**config.mk**
```make
export PLATFORM = sky130hd
export DESIGN_NAME = regfile_scoreboard
export DESIGN_NICKNAME = d
export VERILOG_FILES = /design/src/rtl/cpu_pkg.sv /design/src/rtl/regfile_entry.sv /design/src/rtl/regfile_scoreboard.sv
export SDC_FILE = /design/constraint.sdc
export NUM_CORES = 2
export LEC_CHECK = 0
export BUFFER_PORTS_ARGS = -buffer_cell sky130_fd_sc_hd__buf_2
export CAP_MARGIN = 30
export CORE_UTILIZATION = 64
export DETAILED_ROUTE_END_ITERATION = 7
export MAX_ROUTING_LAYER = met4
export PLACE_DENSITY = 0.82
export SETUP_SLACK_MARGIN = 0.2
export SKIP_CTS_REPAIR_TIMING = 1
export SKIP_LAST_GASP = 1
export SLEW_MARGIN = 0
export SYNTH_ARGS = -nofsm -noshare
export SYNTH_HDL_FRONTEND = slang
export SYNTH_SLANG_ARGS = --single-unit
export TNS_END_PERCENT = 20
```
**constraint.sdc**
```tcl
create_clock -name clk -period 112.7 [get_ports clk]
set_input_delay 5.635 -clock clk [delete_from_list [all_inputs] [get_ports clk]]
set_output_delay 5.635 -clock clk [all_outputs]
set_load 0.005 [all_outputs]
```
**src/rtl/cpu_pkg.sv**
```systemverilog
// Shared definitions for the architectural register file and its scoreboard.
//   DATA_W  register width
//   NREGS   number of architectural registers (last index is the zero register)
//   ADDR_W  register index width
//   XZR     index of the hardwired zero register
package cpu_pkg;

  localparam int unsigned DATA_W = 64;
  localparam int unsigned NREGS  = 32;
  localparam int unsigned ADDR_W = $clog2(NREGS);

  typedef logic [ADDR_W-1:0] reg_idx_t;

  localparam reg_idx_t XZR = reg_idx_t'(NREGS - 1);

  // True when an enabled port targets the given register index.
  function automatic logic port_hits(input logic en, input reg_idx_t addr,
                                     input reg_idx_t idx);
    return en && (addr == idx);
  endfunction

endpackage

```
**src/rtl/regfile_entry.sv**
```systemverilog
// One architectural register: a data word plus its busy flag.
//   clk, rst  clock and asynchronous active-high reset
//   wr        commit wr_data into the word on this edge
//   wr_data   value to commit
//   set       a new producer claims this register (wins over clr)
//   clr       the pending producer retires
//   data      stored word
//   busy      pending-producer flag
module regfile_entry
  import cpu_pkg::*;
(
  input  logic              clk,
  input  logic              rst,
  input  logic              wr,
  input  logic [DATA_W-1:0] wr_data,
  input  logic              set,
  input  logic              clr,
  output logic [DATA_W-1:0] data,
  output logic              busy
);

  // Data word.
  always_ff @(posedge clk or posedge rst) begin
    if (rst) begin
      data <= '0;
    end else if (wr) begin
      data <= wr_data;
    end
  end

  // Busy flag: a newly issued producer supersedes the one retiring this edge.
  always_ff @(posedge clk or posedge rst) begin
    if (rst) begin
      busy <= 1'b0;
    end else if (set) begin
      busy <= 1'b1;
    end else if (clr) begin
      busy <= 1'b0;
    end
  end

endmodule

```
**src/rtl/regfile_scoreboard.sv**
```systemverilog
// 32 x 64-bit architectural register file with per-register busy scoreboard.
//   clk, rst             clock and asynchronous active-high reset
//   rd_addr_a/b          read port indices
//   rd_data_a/b          read data (combinational, writeback-bypassed)
//   rd_busy_a/b          pending-producer status of the read registers
//   wr_en/addr/data      writeback from the execute/memory path
//   iss_en/iss_addr      destination claimed by an issuing instruction
//   busy_vec             full scoreboard, bit i = register i busy
module regfile_scoreboard
  import cpu_pkg::*;
(
  input  logic              clk,
  input  logic              rst,
  input  logic [ADDR_W-1:0] rd_addr_a,
  input  logic [ADDR_W-1:0] rd_addr_b,
  output logic [DATA_W-1:0] rd_data_a,
  output logic [DATA_W-1:0] rd_data_b,
  output logic              rd_busy_a,
  output logic              rd_busy_b,
  input  logic              wr_en,
  input  logic [ADDR_W-1:0] wr_addr,
  input  logic [DATA_W-1:0] wr_data,
  input  logic              iss_en,
  input  logic [ADDR_W-1:0] iss_addr,
  output logic [NREGS-1:0]  busy_vec
);

  logic [DATA_W-1:0] data_q [NREGS];
  logic [NREGS-1:0]  busy_q;
  logic              wr_live;

  // A writeback to the zero register never lands anywhere.
  assign wr_live = wr_en && (wr_addr != XZR);

  // Real registers X0..X30.
  for (genvar i = 0; i < NREGS - 1; i++) begin : g_entry
    regfile_entry u_entry (
      .clk     (clk),
      .rst     (rst),
      .wr      (port_hits(wr_en, wr_addr, reg_idx_t'(i))),
      .wr_data (wr_data),
      .set     (port_hits(iss_en, iss_addr, reg_idx_t'(i))),
      .clr     (port_hits(wr_en, wr_addr, reg_idx_t'(i))),
      .data    (data_q[i]),
      .busy    (busy_q[i])
    );
  end

  // XZR: constant zero, never busy.
  assign data_q[NREGS-1] = '0;
  assign busy_q[NREGS-1] = 1'b0;

  // Read port A: bypass the in-flight writeback, force zero during reset.
  always_comb begin
    rd_data_a = '0;
    rd_busy_a = 1'b0;
    if (!rst) begin
      rd_data_a = (wr_live && (wr_addr == rd_addr_a)) ? wr_data : data_q[rd_addr_a];
      rd_busy_a = busy_q[rd_addr_a] && !port_hits(wr_en, wr_addr, rd_addr_a);
    end
  end

  // Read port B: same structure as port A.
  always_comb begin
    rd_data_b = '0;
    rd_busy_b = 1'b0;
    if (!rst) begin
      rd_data_b = (wr_live && (wr_addr == rd_addr_b)) ? wr_data : data_q[rd_addr_b];
      rd_busy_b = busy_q[rd_addr_b] && !port_hits(wr_en, wr_addr, rd_addr_b);
    end
  end

  // Busy bits already clear asynchronously on reset.
  assign busy_vec = busy_q;

endmodule

```
Yosys cells after proc, flatten, opt, wreduce, memory -nomap -nowiden
Cells that the tools add are included.
{ "word_totals": {"ff_bits": 2015, "input_bits": 88, "output_inout_bits": 162, "wordCells": 313} }
{ "classes": {"n_lt_le_gt_ge": 4, "eq_ne": 63, "mux": 78, "bitwise_logic": 2, "n_reduce_logical": 104} }
{ "ops": {"columns": ["operator", "n"], "rows": [
  ["binary-select mux 64 bit (select 5 bit)", 2],
  ["2-to-1 mux 64 bit", 8],
  ["== test 5 bit, second input constant", 30],
  ["== test 5 x 4 -> 1 bit, second input constant", 16],
  ["logical AND 1 bit", 69],
  ["2-to-1 mux 1 bit", 66],
  ["nonzero test 2 bit", 31],
  ["== test 5 x 3 -> 1 bit, second input constant", 8],
  ["== test 5 x 2 -> 1 bit, second input constant", 4],
  ["greater-or-equal comparator 6 bit, second input constant", 2],
  ["less-than comparator 5 x 6 -> 1 bit, second input constant", 2],
  ["NOT 5 -> 6 bit", 2],
  ["binary-select mux 1 bit (select 5 bit)", 2],
  ["== test 5 x 1 -> 1 bit, second input constant", 2],
  ["== test 5 bit", 2],
  ["zero test 5 bit", 2],
  ["!= test 5 bit, second input constant", 1],
  ["zero test 1 bit", 2]
]} }

Longest topological paths before layout
{ "logic_depth": {"depth_word": 6, "ltp_mapped": 10, "depth_no_buf": 5} }

By module
A second synthesis with hierarchy kept.
{ "unflattened": {"hier_cells": 7308, "area_unflattened_um2": 118228.4} }
{ "modules_own_cells": {"columns": ["module", "n_inst", "cells_each", "area_per_inst_um2", "seq_area_each_um2"], "rows": [
  ["regfile_entry", 31, 139, 2718.9, 1626.6],
  ["regfile_scoreboard", 1, 2999, 33943.8, 0.0]
]} }

Worst setup path before layout
Ideal clock, no wire load.
{ "synth_path": {"path_type": "input to output", "startpoint": "input port rst", "endpoint": "output port rd_data_b[41]", "arrival_ps": 72141, "required_time_ps": 107065, "path_slack_ps": 34924, "path_stages": 3, "n_path_buf": 1, "path_cell_list": "inv_1 -> clkbuf_1 -> o221a_2"} }
{ "synth_between": {"elab_chain_len": 1} }
{ "synth_rtl": {"columns": ["element", "line_no", "rtl"], "rows": [
  ["start, declared", "regfile_scoreboard.sv:13", "input logic rst,"],
  ["2-to-1 mux 64 bit", "regfile_scoreboard.sv:67", "if (!rst) begin"],
  ["end, declared", "regfile_scoreboard.sv:17", "output logic [DATA_W-1:0] rd_data_b,"]
]} }
No other way between the ends.

Final worst setup path
{ "layout_path": {"startpoint": "input port rd_addr_a[0]", "endpoint": "output port rd_data_a[4]"} }
{ "layout_between": {"elab_chain_len": 6, "word_cells_on_any_way": 8, "classes_between": "eq/ne (1); mux (5); bitwise (1); reduce/logical (1)"} }
{ "layout_rtl": {"columns": ["element", "line_no", "rtl"], "rows": [
  ["start, declared", "regfile_scoreboard.sv:14", "input logic [ADDR_W-1:0] rd_addr_a,"],
  ["NOT 5 -> 6 bit (not written as such)", "regfile_scoreboard.sv:58", "rd_data_a = (wr_live && (wr_addr == rd_addr_a)) ? wr_data : data_q[rd_addr_a];"],
  ["binary-select mux 64 bit (select 5 bit)", "regfile_scoreboard.sv:58", null],
  ["2-to-1 mux 64 bit (not written as such) (2 in series)", "regfile_scoreboard.sv:58", null],
  ["2-to-1 mux 64 bit *", "regfile_scoreboard.sv:58", null],
  ["2-to-1 mux 64 bit *", "regfile_scoreboard.sv:57", "if (!rst) begin"],
  ["end, declared", "regfile_scoreboard.sv:16", "output logic [DATA_W-1:0] rd_data_a,"]
]} }
Mark *: on every way between the ends. The rest lies on a longest branch, timed or not. The select of a mux whose other input is x is not followed.

==> metrics.md <==
| Metric | Value |
|---|---|
| Number of clock sinks seen by CTS | around 2k |
| Violation count after the first detailed-route iteration | 11.31k |
| Top cell family by delay on the critical path | buffers and inverters |
| Detailed-routing iteration count for the pre-antenna-repair pass | 8 |
| Number of global-route vias before repair | between 70k and 80k |
| Vert. Die Dim | ~420 um |
| Overall Global Routing Usage | between 40% and 50% |
| Routed via count divided by cell count | ~7.7 |
| Final standard cell utilization of the core | 69.43% |
| Data required time of the worst path | between 100 and 150 ns |
| Cell count after synthesis | around 8k |
| Num rows | between 150 and 200 |
| Async set-or-reset flop fraction in the synthesized netlist | 100.0% |
| Wire length of the first global-routing pass | 548400 um |
| Total of buffers placed on input and output ports | between 200 and 250 |
| Total setup violations reported at the end of the flow | 0 |
| Netlist area before placement | ~110000 sq um |
| Most prevalent standard cell on the critical path | sky130_fd_sc_hd__buf_4 |
| Actual transition at the worst max-transition pin | roughly 1.2 ns |
| Number of distinct library cells after synthesis | 74 |
| CP Buf/Inv Count | 7 |
| Type of the setup path with the least slack | in2out |
| Commonest non-fill, non-tap cell in the layout | sky130_fd_sc_hd__mux2_2 |
| Run status | finished, violations left |
| Highest-count cells in the layout ignoring fill and taps | sky130_fd_sc_hd__mux2_2 (2147), sky130_fd_sc_hd__dfrtp_1 (2015), sky130_fd_sc_hd__mux4_2 (727), sky130_fd_sc_hd__mux2i_1 (400), sky130_fd_sc_hd__buf_2 (243) |
| Worst slew margin | between 20% and 30% |
| Post-route cell area | about 120000 sq um |
| Layout net count | slightly below 8k |
| Stages on worst setup path | 11 |
| Hold Crit Depth | 1 |
| Largest stage delay on the critical path | around 0.92 ns |
| Cell-by-cell trace of the critical path | buf_8 > buf_4 > buf_4 > buf_4 > buf_4 > nor2_1 > buf_4 > a22oi_1 > a311oi_1 > a211oi_1 > buf_2 |
| Setup TNS after final layout | 0 ns |
| Worst flop-to-flop path startpoint | g_entry[14].u_entry.data[61]$_DFFE_PP0P_ |
| Power consumption | between 2 and 2.5 mW |
| Master cell of the clock root buffer | sky130_fd_sc_hd__clkbuf_16 |
| Flip-flop and latch count after synthesis | a little over 2k |
| Maximum clock rate | between 50 and 60 MHz |
| IO Pins | 250 |
| Syn_nets | just under 8k |
| Post-detailed-placement cell area | about 110000 sq um |
| CTS tree | built |
| Proportion of synthesized chip area in sequential cells | about 46% |
| Cts bufs inserted | a little over 200 |
| Area of the die | 174400 sq um |
| Average routed wire per standard cell | between 30 and 40 um |
| Growth of design area from synthesis to finish | 7.745% |
| Hold WC Path Type | reg2reg |
| Number of warnings issued by yosys | 0 |
| Worst-case hold slack | between 0.5 and 0.6 ns |
| DRT antenna net count | 0 |
| Reg2reg end | g_entry[14].u_entry.data[61]$_DFFE_PP0P_ |
| RSZ-0062 raised after global routing | false |
| Clock transition at the registers of the reported paths | about 0.050 ns |
| Total congestion overflow after global routing | 0 |
| Total DRC errors in the routed layout | 2 |
| Largest net degree at the start of global routing | approximately 150 |
| IR drop worst, VDD | 0.01494 mV |
| Max clock buf depth | 3 |
| Mean Syn Cell Area | roughly 14 sq um |
| Final Wtd Congestion | 0.9284 |
| Clock latency of the later-clocked register in the worst-skew pair | roughly 0.9 ns |
| Max capacitance violation total | 0 |
| Critical path launch point type | input pin |
| Die Wd | ~420 um |
| Data arrival time of the worst path | 11.30 ns |
| H-Tree Depth | 4 |
| Final min period | between 15 and 20 ns |
| Main synth FF type | sky130_fd_sc_hd__dfrtp_1 |
| Share of layout cells above drive strength 1 | approximately half |
| Initial antenna violation count | 43 |
| Hold Fails Final Rpt | 0 |
| Highest fanout seen on the critical path | 44 |
| Worst Reg-to-Reg Cells | 1 |
| Violated checks | DRC |
| Max Clock Skew | 0 ns |
| Wire length reported by the detailed router | between 300000 and 400000 um |
| Pins Over Slew Limit | 0 |
| Final HPWL from detailed placement | 212700 um |
| Hold_sp | g_entry[12].u_entry.data[15]$_DFFE_PP0P_ |
| Leakage power | 52.38 nW |
| Share of the cycle needed by the critical path after routing | between 10% and 20% |
| Starting Density | between 60% and 70% |
| Worst setup slack for register-to-register paths | between 100 and 150 ns |
| Slowest CP cell | sky130_fd_sc_hd__a211oi_1 |
| Via count | 78.15k |
| Core Area | ~170000 sq um |
| Power per cell area | about 18 nW/um^2 |
| Kind of capture point of the worst setup path | output pin |
| End point of the worst hold path | g_entry[12].u_entry.data[15]$_DFFE_PP0P_ |
| Post-synth EDFFs | 0 |
## per-stage QoR
stage / setup slack (ns) / std cells
6_report: 95.77 / 10150
3_5_place_dp: 95.98 / 9713
2_1_floorplan: 26.33 / 7852
5_1_grt: 95.79 / 10138
4_1_cts: 96.00 / 10085
3_3_place_gp: 95.93 / 9693
## synth_stat cells (all sizes together) (76+ instances only)
master / instances / share of area, %
mux2: 2147 / 22
dfrtp: 2015 / 46
mux4: 732 / 15
buf: 591 / 3.5
mux2i: 400 / 3.6
clkbuf: 314 / 1.1
nand2: 221 / 0.75
nor2: 219 / 0.75
a22oi: 149 / 1.0
a21oi: 96 / 0.43
o22ai: 92 / 0.52
o221ai: 89 / 0.71
o21ai: 80 / 0.36
a211oi: 76 / 0.52
## flip-flops by register name (all words and copies together) (netlist names)
register	cells
g_entry.u_entry.data	1984
g_entry.u_entry.busy	31
## cell families (layout without fill, tap and decap cells)
family,count (synthesis),in the layout,share of synthesized area [%]
simple gates,639,639,2.630
mux,3279,3279,40.42
xor+xnor,10,10,0.07924
buf+inv,966,900,4.802
flops,2015,2015,45.61
compound gates,942,942,6.447
other cells,1,55,0.003392
## worst max-delay path by stage
stage	to	from
global route	rd_data_a[55]	rd_addr_a[0]
floorplan	g_entry[0].u_entry.busy$_DFFE_PP0P_	rst
CTS	rd_data_a[4]	rd_addr_a[0]
finish	rd_data_a[4]	rd_addr_a[0]
global placement	rd_data_a[4]	rd_addr_a[0]
detailed placement	rd_data_a[4]	rd_addr_a[0]
## metal layers
layer / up-vias / wire length, um / GRT usage [%]
li1: 29745 / - / -
met1: 40199 / 126400 / 54.01
met2: 6240 / 163800 / 62.73
met3: 1963 / 51180 / 13.99
met4: 0 / 33630 / 33.94
met5: - / 0 / -
## power by group
part           leakage [nW]  switching [mW]  internal, mW
clock network          3.33           0.301         0.387
logic                  23.4           0.194         0.256
registers              25.7           0.108         0.867
## area by class of cell
class                   count  area (sq um)
multi-input cells        4871         55170
fillers                 11155         52440
flip-flops and latches   2015         50420
clock buffers             307          6003
repair buffers            467          3502
well taps                2310          2890
clock inverters            65         743.2
inverters                  61         240.2
diodes                     54         135.1
Note: power is estimated with default switching activity, not from simulation.
